File: config.mk
export PLATFORM = sky130hd
export DESIGN_NAME = div16_seq_ctrl_flat
export DESIGN_NICKNAME = d
export VERILOG_FILES = /design/src/rtl/div16_seq_ctrl_if.sv /design/src/rtl/div16_seq_ctrl.sv /design/src/flat_wrapper.sv
export SDC_FILE = /design/constraint.sdc
export NUM_CORES = 1
export LEC_CHECK = 0
export BUFFER_PORTS_ARGS = -buffer_cell sky130_fd_sc_hd__buf_2
export CAP_MARGIN = 20
export CORE_UTILIZATION = 59
export CTS_BUF_LIST = sky130_fd_sc_hd__clkbuf_2 sky130_fd_sc_hd__clkbuf_4 sky130_fd_sc_hd__clkbuf_8
export DETAILED_ROUTE_END_ITERATION = 8
export GPL_TIMING_DRIVEN = 1
export PLACE_DENSITY = 0.85
export SKIP_CTS_REPAIR_TIMING = 1
export SLEW_MARGIN = 10
export SYNTH_ARGS = -nofsm -noshare
export SYNTH_HDL_FRONTEND = slang
export SYNTH_SLANG_ARGS = --single-unit
File: constraint.sdc
create_clock -name clk -period 3.2 [get_ports clk]
set_input_delay 0.16 -clock clk [delete_from_list [all_inputs] [get_ports clk]]
set_output_delay 0.16 -clock clk [all_outputs]
set_load 0.02 [all_outputs]
File: src/rtl/div16_seq_ctrl_if.sv
// Handshake and data bundle for the sequential 32/16 unsigned divider.
interface div16_seq_ctrl_if;
    logic        start;
    logic [15:0] dividend_hi;
    logic [15:0] dividend_lo;
    logic [15:0] divisor;
    logic        busy;
    logic        done;
    logic        div_err;
    logic [15:0] quotient;
    logic [15:0] remainder;

    modport master (
        output start, dividend_hi, dividend_lo, divisor,
        input  busy, done, div_err, quotient, remainder
    );

    modport slave (
        input  start, dividend_hi, dividend_lo, divisor,
        output busy, done, div_err, quotient, remainder
    );
endinterface

File: src/rtl/div16_seq_ctrl.sv
// Sequential restoring divider: {dividend_hi,dividend_lo} / divisor, one quotient bit per cycle.
// done and div_err are registered, so they appear the cycle after the DONE state.
module div16_seq_ctrl (
    input  logic               clk,
    input  logic               rst,
    div16_seq_ctrl_if.slave    div_if
);

    typedef enum logic [1:0] {StIdle, StCheck, StRun, StDone} state_e;

    state_e      r_state;
    state_e      w_state_next;

    logic [15:0] r_hi;
    logic [15:0] r_lo;
    logic [15:0] r_divisor;
    logic [15:0] r_prem;
    logic [3:0]  r_cnt;
    logic        r_err;
    logic        r_div_err;
    logic        r_done;
    logic [15:0] r_quot;
    logic [15:0] r_rem;

    logic        w_err_check;
    logic [16:0] w_shift;
    logic [16:0] w_diff;
    logic        w_borrow;
    logic        w_busy;
    logic        w_accept;
    logic        w_check;
    logic        w_step;
    logic        w_finish;

    always_comb begin
        w_err_check = (r_divisor == 16'h0000) || (r_hi >= r_divisor);
        w_shift     = {r_prem, r_lo[15]};
        w_diff      = w_shift - {1'b0, r_divisor};
        // A set shifted MSB always exceeds the divisor; otherwise bit 16 of the difference is the borrow.
        w_borrow    = ~w_shift[16] & w_diff[16];
    end

    always_ff @(posedge clk) begin
        if (rst) begin
            r_state <= StIdle;
        end else begin
            r_state <= w_state_next;
        end
    end

    always_comb begin
        w_state_next = r_state;
        unique case (r_state)
            StIdle:  if (div_if.start) w_state_next = StCheck;
            StCheck: w_state_next = w_err_check ? StDone : StRun;
            StRun:   if (r_cnt == 4'd15) w_state_next = StDone;
            StDone:  w_state_next = StIdle;
            default: w_state_next = StIdle;
        endcase
    end

    always_comb begin
        w_busy   = 1'b0;
        w_accept = 1'b0;
        w_check  = 1'b0;
        w_step   = 1'b0;
        w_finish = 1'b0;
        unique case (r_state)
            StIdle:  w_accept = div_if.start;
            StCheck: begin
                w_busy  = 1'b1;
                w_check = 1'b1;
            end
            StRun: begin
                w_busy = 1'b1;
                w_step = 1'b1;
            end
            StDone: begin
                w_busy   = 1'b1;
                w_finish = 1'b1;
            end
            default: w_busy = 1'b0;
        endcase
    end

    always_ff @(posedge clk) begin
        if (rst) begin
            r_hi      <= 16'h0000;
            r_lo      <= 16'h0000;
            r_divisor <= 16'h0000;
            r_prem    <= 16'h0000;
            r_cnt     <= 4'd0;
            r_err     <= 1'b0;
            r_div_err <= 1'b0;
            r_done    <= 1'b0;
            r_quot    <= 16'h0000;
            r_rem     <= 16'h0000;
        end else begin
            r_done <= w_finish;
            if (w_accept) begin
                r_hi      <= div_if.dividend_hi;
                r_lo      <= div_if.dividend_lo;
                r_divisor <= div_if.divisor;
                r_div_err <= 1'b0;
            end
            if (w_check) begin
                r_err  <= w_err_check;
                r_prem <= r_hi;
                r_cnt  <= 4'd0;
            end
            // r_lo doubles as the quotient shift register: dividend bits leave the top, quotient bits enter the bottom.
            if (w_step) begin
                r_prem <= w_borrow ? w_shift[15:0] : w_diff[15:0];
                r_lo   <= {r_lo[14:0], ~w_borrow};
                r_cnt  <= r_cnt + 4'd1;
            end
            if (w_finish) begin
                if (r_err) begin
                    r_div_err <= 1'b1;
                end else begin
                    r_quot <= r_lo;
                    r_rem  <= r_prem;
                end
            end
        end
    end

    assign div_if.busy      = w_busy;
    assign div_if.done      = r_done;
    assign div_if.div_err   = r_div_err;
    assign div_if.quotient  = r_quot;
    assign div_if.remainder = r_rem;

endmodule

File: src/flat_wrapper.sv
// flat-port wrapper written by rule: the top's interface ports become plain ports
module div16_seq_ctrl_flat 
  (clk, rst, div_if_start, div_if_dividend_hi, div_if_dividend_lo, div_if_divisor, div_if_busy, div_if_done, div_if_div_err, div_if_quotient, div_if_remainder);
  div16_seq_ctrl_if div_if_i ();
  input  logic clk;
  input  logic rst;
  input wire logic [$bits(div_if_i.start)-1:0] div_if_start;
  input wire logic [$bits(div_if_i.dividend_hi)-1:0] div_if_dividend_hi;
  input wire logic [$bits(div_if_i.dividend_lo)-1:0] div_if_dividend_lo;
  input wire logic [$bits(div_if_i.divisor)-1:0] div_if_divisor;
  output wire logic [$bits(div_if_i.busy)-1:0] div_if_busy;
  output wire logic [$bits(div_if_i.done)-1:0] div_if_done;
  output wire logic [$bits(div_if_i.div_err)-1:0] div_if_div_err;
  output wire logic [$bits(div_if_i.quotient)-1:0] div_if_quotient;
  output wire logic [$bits(div_if_i.remainder)-1:0] div_if_remainder;
  assign div_if_i.start = div_if_start;
  assign div_if_i.dividend_hi = div_if_dividend_hi;
  assign div_if_i.dividend_lo = div_if_dividend_lo;
  assign div_if_i.divisor = div_if_divisor;
  assign div_if_busy = div_if_i.busy;
  assign div_if_done = div_if_i.done;
  assign div_if_div_err = div_if_i.div_err;
  assign div_if_quotient = div_if_i.quotient;
  assign div_if_remainder = div_if_i.remainder;
  div16_seq_ctrl u_core (.clk(clk), .rst(rst), .div_if(div_if_i));
endmodule
==> results of run 1 <==
## area by class of cell
| cell class | count | area (um^2) |
|---|---|---|
| clock inverter | 6 | 60.1 |
| fill | 742 | 2740 |
| clock buffer | 10 | 131 |
| inverter | 26 | 97.6 |
| multi-input combinational | 544 | 3050 |
| timing repair buffer | 94 | 493 |
| tap | 108 | 135 |
| sequential | 105 | 2100 |
## through the flow
stage	instances	hold slack, ns	total power (W)
after global routing	893	0.0129	0.00508
after detailed placement	877	0.409	0.00392
after global placement	877	0.400	0.00384
after floorplan	719	0.296	0.00343
final	893	0.00976	0.00477
after CTS	893	0.00724	0.00473
## kinds of logic (layout without fill, tap and decap cells)
kind of cell | count (synthesis) | after routing
AND/OR/NAND/NOR | 280 | 280
AO/OA/AOI/OAI | 212 | 212
buffers and inverters | 70 | 136
adder cells (fa/ha/maj) | 39 | 39
flip-flops | 105 | 105
multiplexers | 5 | 5
XOR/XNOR | 8 | 8
## flip-flops by register name, summed over array words and instances, names as in the netlist
name	cells
u_core.div_if.quotient	16
u_core.r_divisor	16
u_core.div_if.done	1
u_core.r_err	1
u_core.r_hi	16
u_core.r_state	2
u_core.div_if.div_err	1
u_core.r_prem	16
u_core.div_if.remainder	16
u_core.r_cnt	4
u_core.r_lo	16
## placed cells by master, fill, tap and decap left out, types with 2 or more instances in the layout
master,count
a21o_1,5
a211oi_1,6
mux2i_1,5
and3_1,10
a311oi_1,2
o211ai_2,2
nor2_1,40
nand2b_1,4
clkbuf_8,9
inv_6,2
a21oi_1,128
nor3_1,3
clkinvlp_4,2
inv_1,26
nor3b_1,3
o21ai_0,23
o21a_1,3
o211ai_1,5
a31oi_1,10
nor2b_1,7
o21ai_1,2
nand3_1,12
buf_4,9
xnor2_1,5
and2_1,2
nor4_1,4
xor2_1,3
o21bai_1,3
buf_2,85
o31ai_1,2
ha_1,38
o22ai_1,8
a41oi_1,2
dfxtp_1,105
nand2_1,188
## metal layers
metal	wire length (um)	global-route usage, %	part of all wire [%]	up-vias
met2	6330	47.4	45	196
met5	0	0	0	-
li1	-	-	-	2584
met4	251	10.5	1.8	0
met1	6470	42.1	46	2455
met3	905	4.29	6.5	22
## power groups by stage
stage          Combinational [W]  Sequential, W  Clock, W
2_1_floorplan            0.00181        0.00162         0
3_3_place_gp             0.00219        0.00165         0
3_5_place_dp             0.00225        0.00166         0
4_1_cts                  0.00227        0.00163  0.000821
5_1_grt                  0.00255        0.00166  0.000870
6_report                 0.00231        0.00164  0.000818
## worst max-delay path, delay by kind of cell (launching register included)
| family | cells | cell delay [ns] |
|---|---|---|
| simple gates | 2 | 0.32 |
| flops | 1 | 0.41 |
| buf+inv | 1 | 0.06 |
| fa+ha+maj | 2 | 0.60 |
| compound gates | 5 | 1.21 |
## worst min-delay path by stage
stage	endpoint	slack, ns	depth (start not counted)
2_1_floorplan	u_core.r_hi[0]	0.30	2
3_3_place_gp	u_core.r_divisor[10]	0.40	3
3_5_place_dp	u_core.r_divisor[10]	0.41	3
4_1_cts	u_core.r_divisor[10]	0.007	3
5_1_grt	u_core.r_hi[1]	0.01	3
6_report	u_core.r_divisor[11]	0.01	3
==> flow_summary.ini, run 1 <==
[clock_tree]
clock_latency_ns = 0.38
cts_sinks = 105
cts_tree = built
clk_path_buf_depth = 2
cts.clk_slew.worst_paths_ns = 0.11
htreeDepth = 3
numCtsBuffers = 9
cts-root-buf = clkbuf_8

[setup_path]
r2r-end = u_core.r_prem[4]
critPathMaxFanout = 15
critPathKind = flop to flop
r2r_start = u_core.r_divisor[0]
critPathArrivalTime_ns = 2.98
critPathLaunch = u_core.r_divisor[0]
crit_chain = ha_1, inv_1, fa_1, a21oi_1, nand4b_1, a31oi_4, o31ai_4, nor2_1, a21oi_1, o22ai_1
cp.required_ns = 3.44
critPathSlowestCell = o31ai_4
reg2reg_depth = 10
critPathCapture = u_core.r_prem[4]
cpMostUsedCell = a21oi_1
start_kind = flop
max_stage_delay_ns = 0.55
worstSetupEndpointType = flop
ff2ff_setup_slack_ns = 0.47

[pwr]
intPower_w = 0.00264
seqPwrFrac_pct = 34.4
leakagePower_nw = 2.52
p_switching_w = 0.00213
switching_share_pct = 44.7
p_comb_share_pct = 48.5
ir_worst_vdd_uv = 507
p_per_area_mw_per_mm2 = 785
clockPowerShare_pct = 17.2

[layout]
final_layout_size_suffix_gt1_share_pct = 15.3
num_antenna_cells = 0
nets = 870
final_util_pct = 68.9
finalInstanceArea_mm2 = 0.00607
area_growth_pct = 11.6

[timing]
final.min_clock_period_ns = 2.73
fmax_mhz = 366
worstMarginPinSlew_ns = 0.813
period_share_pct = 85.4
slew_headroom_pct = 45.7
setup-violations-final = 0
finClkSkew_ns = 0.00770
maxSlewViolCount = 0
layout_setup_ws_ns = 0.468
hold_viol_final = 0
fin_setup_tns_ns = 0
rsz0062_at_grt = no

[logic_synthesis]
synth-simple-area-share_pct = 21.6
seq_area_frac_synth_pct = 38.6
synth-compound-area-share_pct = 23.1
synthMuxAreaShare_pct = 0.920
yosysTopAreaCell = dfxtp_1
ys_ff_latch = 105
syn_area_mm2 = 0.00544
ys_top_cells_by_area = dfxtp_1, nand2_1, a21oi_1
syn_inst = 719
synth_xor_area_share_pct = 1.29
post-synth-top-count-cell = nand2_1
ys_types = 52
synthAdderAreaFrac_pct = 9.11
ys.flop_type = dfxtp_1
ys_warn_count = 0
syn_avg_cell_area_um2 = 7.57
synthArstFlopShare_pct = 0
synth_top_family_by_area = compound AO/OA/AOI/OAI gates
synth_top_area_share_pct = 38.6
ys_top_cells_by_count = nand2_1, a21oi_1, dfxtp_1
synth_edf_count = 0
syn-num-nets = 809

[floorplanning]
dieArea_mm2 = 0.00961
ios = 86
core_mm2 = 0.00881
die_w_um = 98.0
rows = 34
die_height_um = 98.0
start_util_pct = 61.8

[worst_hold_path]
worstHoldStart = div_if_divisor[11]
min_path_type = input port to flop

[outcome]
violations = design-rule violations
outcome = complete, but fails checks

[drt]
dr.pass1.iters = 6
drtIter0Drc = 428
ant_nets = 0
drt-total-wl_um = 14000
wl_per_cell_um = 15.6
drc = 3
via_per_inst = 5.89
vias = 5257

[grt]
antenna_found_initial = 0
grt_pass1_vias = 4860
groute.usage.overall_pct = 30.1
grt_pass1_wl_um = 23200
grt_max_degree = 44
overflow = 0

[placement]
pre_cts_slack_ns = 0.519
dp_hpwl_um = 10100
portBuffers = 85
dpl_cell_area_mm2 = 0.00588
gp_routability_congestion = 0.924

[job]
cap_violations = 0
(Power assumes the default switching activity.)
==> inputs of run 2 (changes only) <==
Settings changed: ABC_AREA set to 1, PLACE_DENSITY 0.85 to 0.84.
==> run 2 against run 1 <==
The flow now finishes without violations; global-route usage rose by 1.4 points; fmax rose by 16%; worst setup slack improved by 0.37 ns; cell area rose by 4.4%; sequential share of layout area fell by 1.5 points; critical endpoint is now u_core.r_prem[14]; highest routed layer unchanged.
==> flow_summary.ini, run 2 <==
[outcome]
outcome = complete, no violations

[timing]
rsz0062_at_grt = no
period_share_pct = 73.7
fin_setup_tns_ns = 0
finClkSkew_ns = 0.0119
fin_hold_ws_ns = 0.0454
final.min_clock_period_ns = 2.36
setup-violations-final = 0
hold_viol_final = 0
fmax_mhz = 424
maxSlewViolCount = 0
layout_setup_ws_ns = 0.841
worstMarginPinSlew_ns = 0.922
slew_headroom_pct = 38.3

[setup_path]
start_kind = flop
r2r-end = u_core.r_prem[14]
cp.required_ns = 3.51
critPathMaxFanout = 17
r2r_start = u_core.r_divisor[0]
worstSetupEndpointType = flop
critPathKind = flop to flop
reg2reg_depth = 12
critPathArrivalTime_ns = 2.67
ff2ff_setup_slack_ns = 0.84

[logic_synthesis]
synth_top_area_share_pct = 37.4
ys.flop_type = dfxtp_1
syn-num-nets = 892
ys_warn_count = 0
synth-compound-area-share_pct = 19.1
ys_top_cells_by_count = nand2_1, inv_1, dfxtp_1
synthArstFlopShare_pct = 0
synth_top_family_by_area = simple AND/OR/NAND/NOR gates
ys_types = 35
synthMuxAreaShare_pct = 0
post-synth-top-count-cell = nand2_1
syn_inst = 802
ys_ff_latch = 105
syn_avg_cell_area_um2 = 7.00
syn_area_mm2 = 0.00562
seq_area_frac_synth_pct = 37.4
synth_edf_count = 0
synth_xor_area_share_pct = 1.09
yosysTopAreaCell = dfxtp_1
ys_top_cells_by_area = dfxtp_1, nand2_1, ha_1
synthAdderAreaFrac_pct = 8.82
synth-simple-area-share_pct = 22.7

[worst_hold_path]
hold_end = u_core.r_lo[5]
min_path_type = input port to flop
holdPathStages = 3
worstHoldStart = div_if_dividend_lo[5]

[floorplanning]
rows = 35
die_w_um = 99.6
start_util_pct = 60.8
die_height_um = 99.6
dieArea_mm2 = 0.00991
ios = 86
core_mm2 = 0.00924

[drt]
m1WireLength_um = 6530
drt-total-wl_um = 15000
drc = 0
highest_layer = met4
dr.pass1.iters = 7
via_per_inst = 5.54
vias = 5563
met2_wirelength_um = 7190
wl_per_cell_um = 14.9
drtIter0Drc = 382
ant_nets = 0
wl_met3_um = 995

[placement]
dpl_cell_area_mm2 = 0.00610
dp_hpwl_um = 11300
pre_cts_slack_ns = 0.913
portBuffers = 85
gp_routability_congestion = 0.922

[grt]
overflow = 0
groute.usage.overall_pct = 31.5
grt_pass1_wl_um = 24700
grt_max_degree = 48
antenna_found_initial = 0
grt_pass1_vias = 5296

[clock_tree]
cts_tree = built
htreeDepth = 3
cts.clk_slew.worst_paths_ns = 0.10
cts_sinks = 105
cts-root-buf = clkbuf_8
numCtsBuffers = 9
clock_latency_ns = 0.38
clk_path_buf_depth = 2

[layout]
nets = 961
mostFrequentLayoutCell = nand2_1
num_antenna_cells = 0
fillers = 800
final_cell_mix = nand2_1, inv_1, dfxtp_1
final_layout_size_suffix_gt1_share_pct = 15.6
area_growth_pct = 12.9
finalInstanceArea_mm2 = 0.00634

[pwr]
p_per_area_mw_per_mm2 = 995
ir_worst_vdd_uv = 623
leakagePower_nw = 3.02

[job]
cap_violations = 0
[run 2: final cells by class]
type                       count  area [um^2]  area share, %
clock buffer                  11          145           2.29
clock inverter                 5         87.6           1.38
inverter                     121          454           7.17
multi-input combinational    542         2910           45.9
sequential                   105         2100           33.2
tap                          129          161           2.55
timing repair buffer          92          478           7.54
[run 2: worst max-delay path by stage]
stage	endpoint	cells past startpoint	startpoint	slack, ns
final	u_core.r_prem[14]	12	u_core.r_divisor[0]	0.84
after CTS	u_core.r_prem[14]	13	u_core.r_lo[15]	0.88
after global placement	u_core.r_prem[14]	13	u_core.r_lo[15]	0.97
after detailed placement	u_core.r_prem[14]	13	u_core.r_lo[15]	0.91
after floorplan	u_core.r_prem[12]	15	u_core.r_lo[15]	1.22
after global routing	u_core.r_prem[5]	13	u_core.r_lo[15]	0.66
[run 2: cell families (layout without fill, tap and decap cells)]
group / count (synthesis) / after routing
XOR/XNOR: 7 / 7
buffers and inverters: 155 / 229
adder cells (fa/ha/maj): 39 / 39
AO/OA/AOI/OAI: 198 / 198
flip-flops: 105 / 105
AND/OR/NAND/NOR: 298 / 298
[run 2: where the power goes]
| group | switching [W] | total [W] | internal (W) | leakage (nW) |
|---|---|---|---|---|
| registers | 0.000199 | 0.00181 | 0.00161 | 0.858 |
| clock network | 0.000465 | 0.000943 | 0.000478 | 0.115 |
| logic | 0.00239 | 0.00356 | 0.00117 | 2.05 |
| total | 0.00305 | 0.00631 | 0.00325 | 3.02 |
[run 2: per-layer routing]
metal | global-route usage (%) | vias up
met5 | 0 | -
met2 | 54.4 | 190
li1 | - | 2736
met3 | 5.20 | 22
met4 | 11.3 | 0
met1 | 39.6 | 2615
[run 2: metrics by stage]
step                      total power, W  cells  utilization [%]
after floorplan                  0.00451    802                -
after global placement           0.00519    989             66.1
after detailed placement         0.00531    989             66.1
after CTS                        0.00626   1005             68.6
after global routing             0.00680   1005             68.6
final                            0.00631   1005             68.6
[run 2: critical path, stage by stage, from the launching register on]
cell	delay, ns
dfxtp_1	0.42
ha_1	0.20
inv_1	0.08
fa_1	0.44
nand3_1	0.13
nand3_2	0.11
nand2_2	0.10
nand2_4	0.06
nand2_1	0.10
nand3_4	0.22
nand3_1	0.24
nand2_1	0.07
a21oi_1	0.12
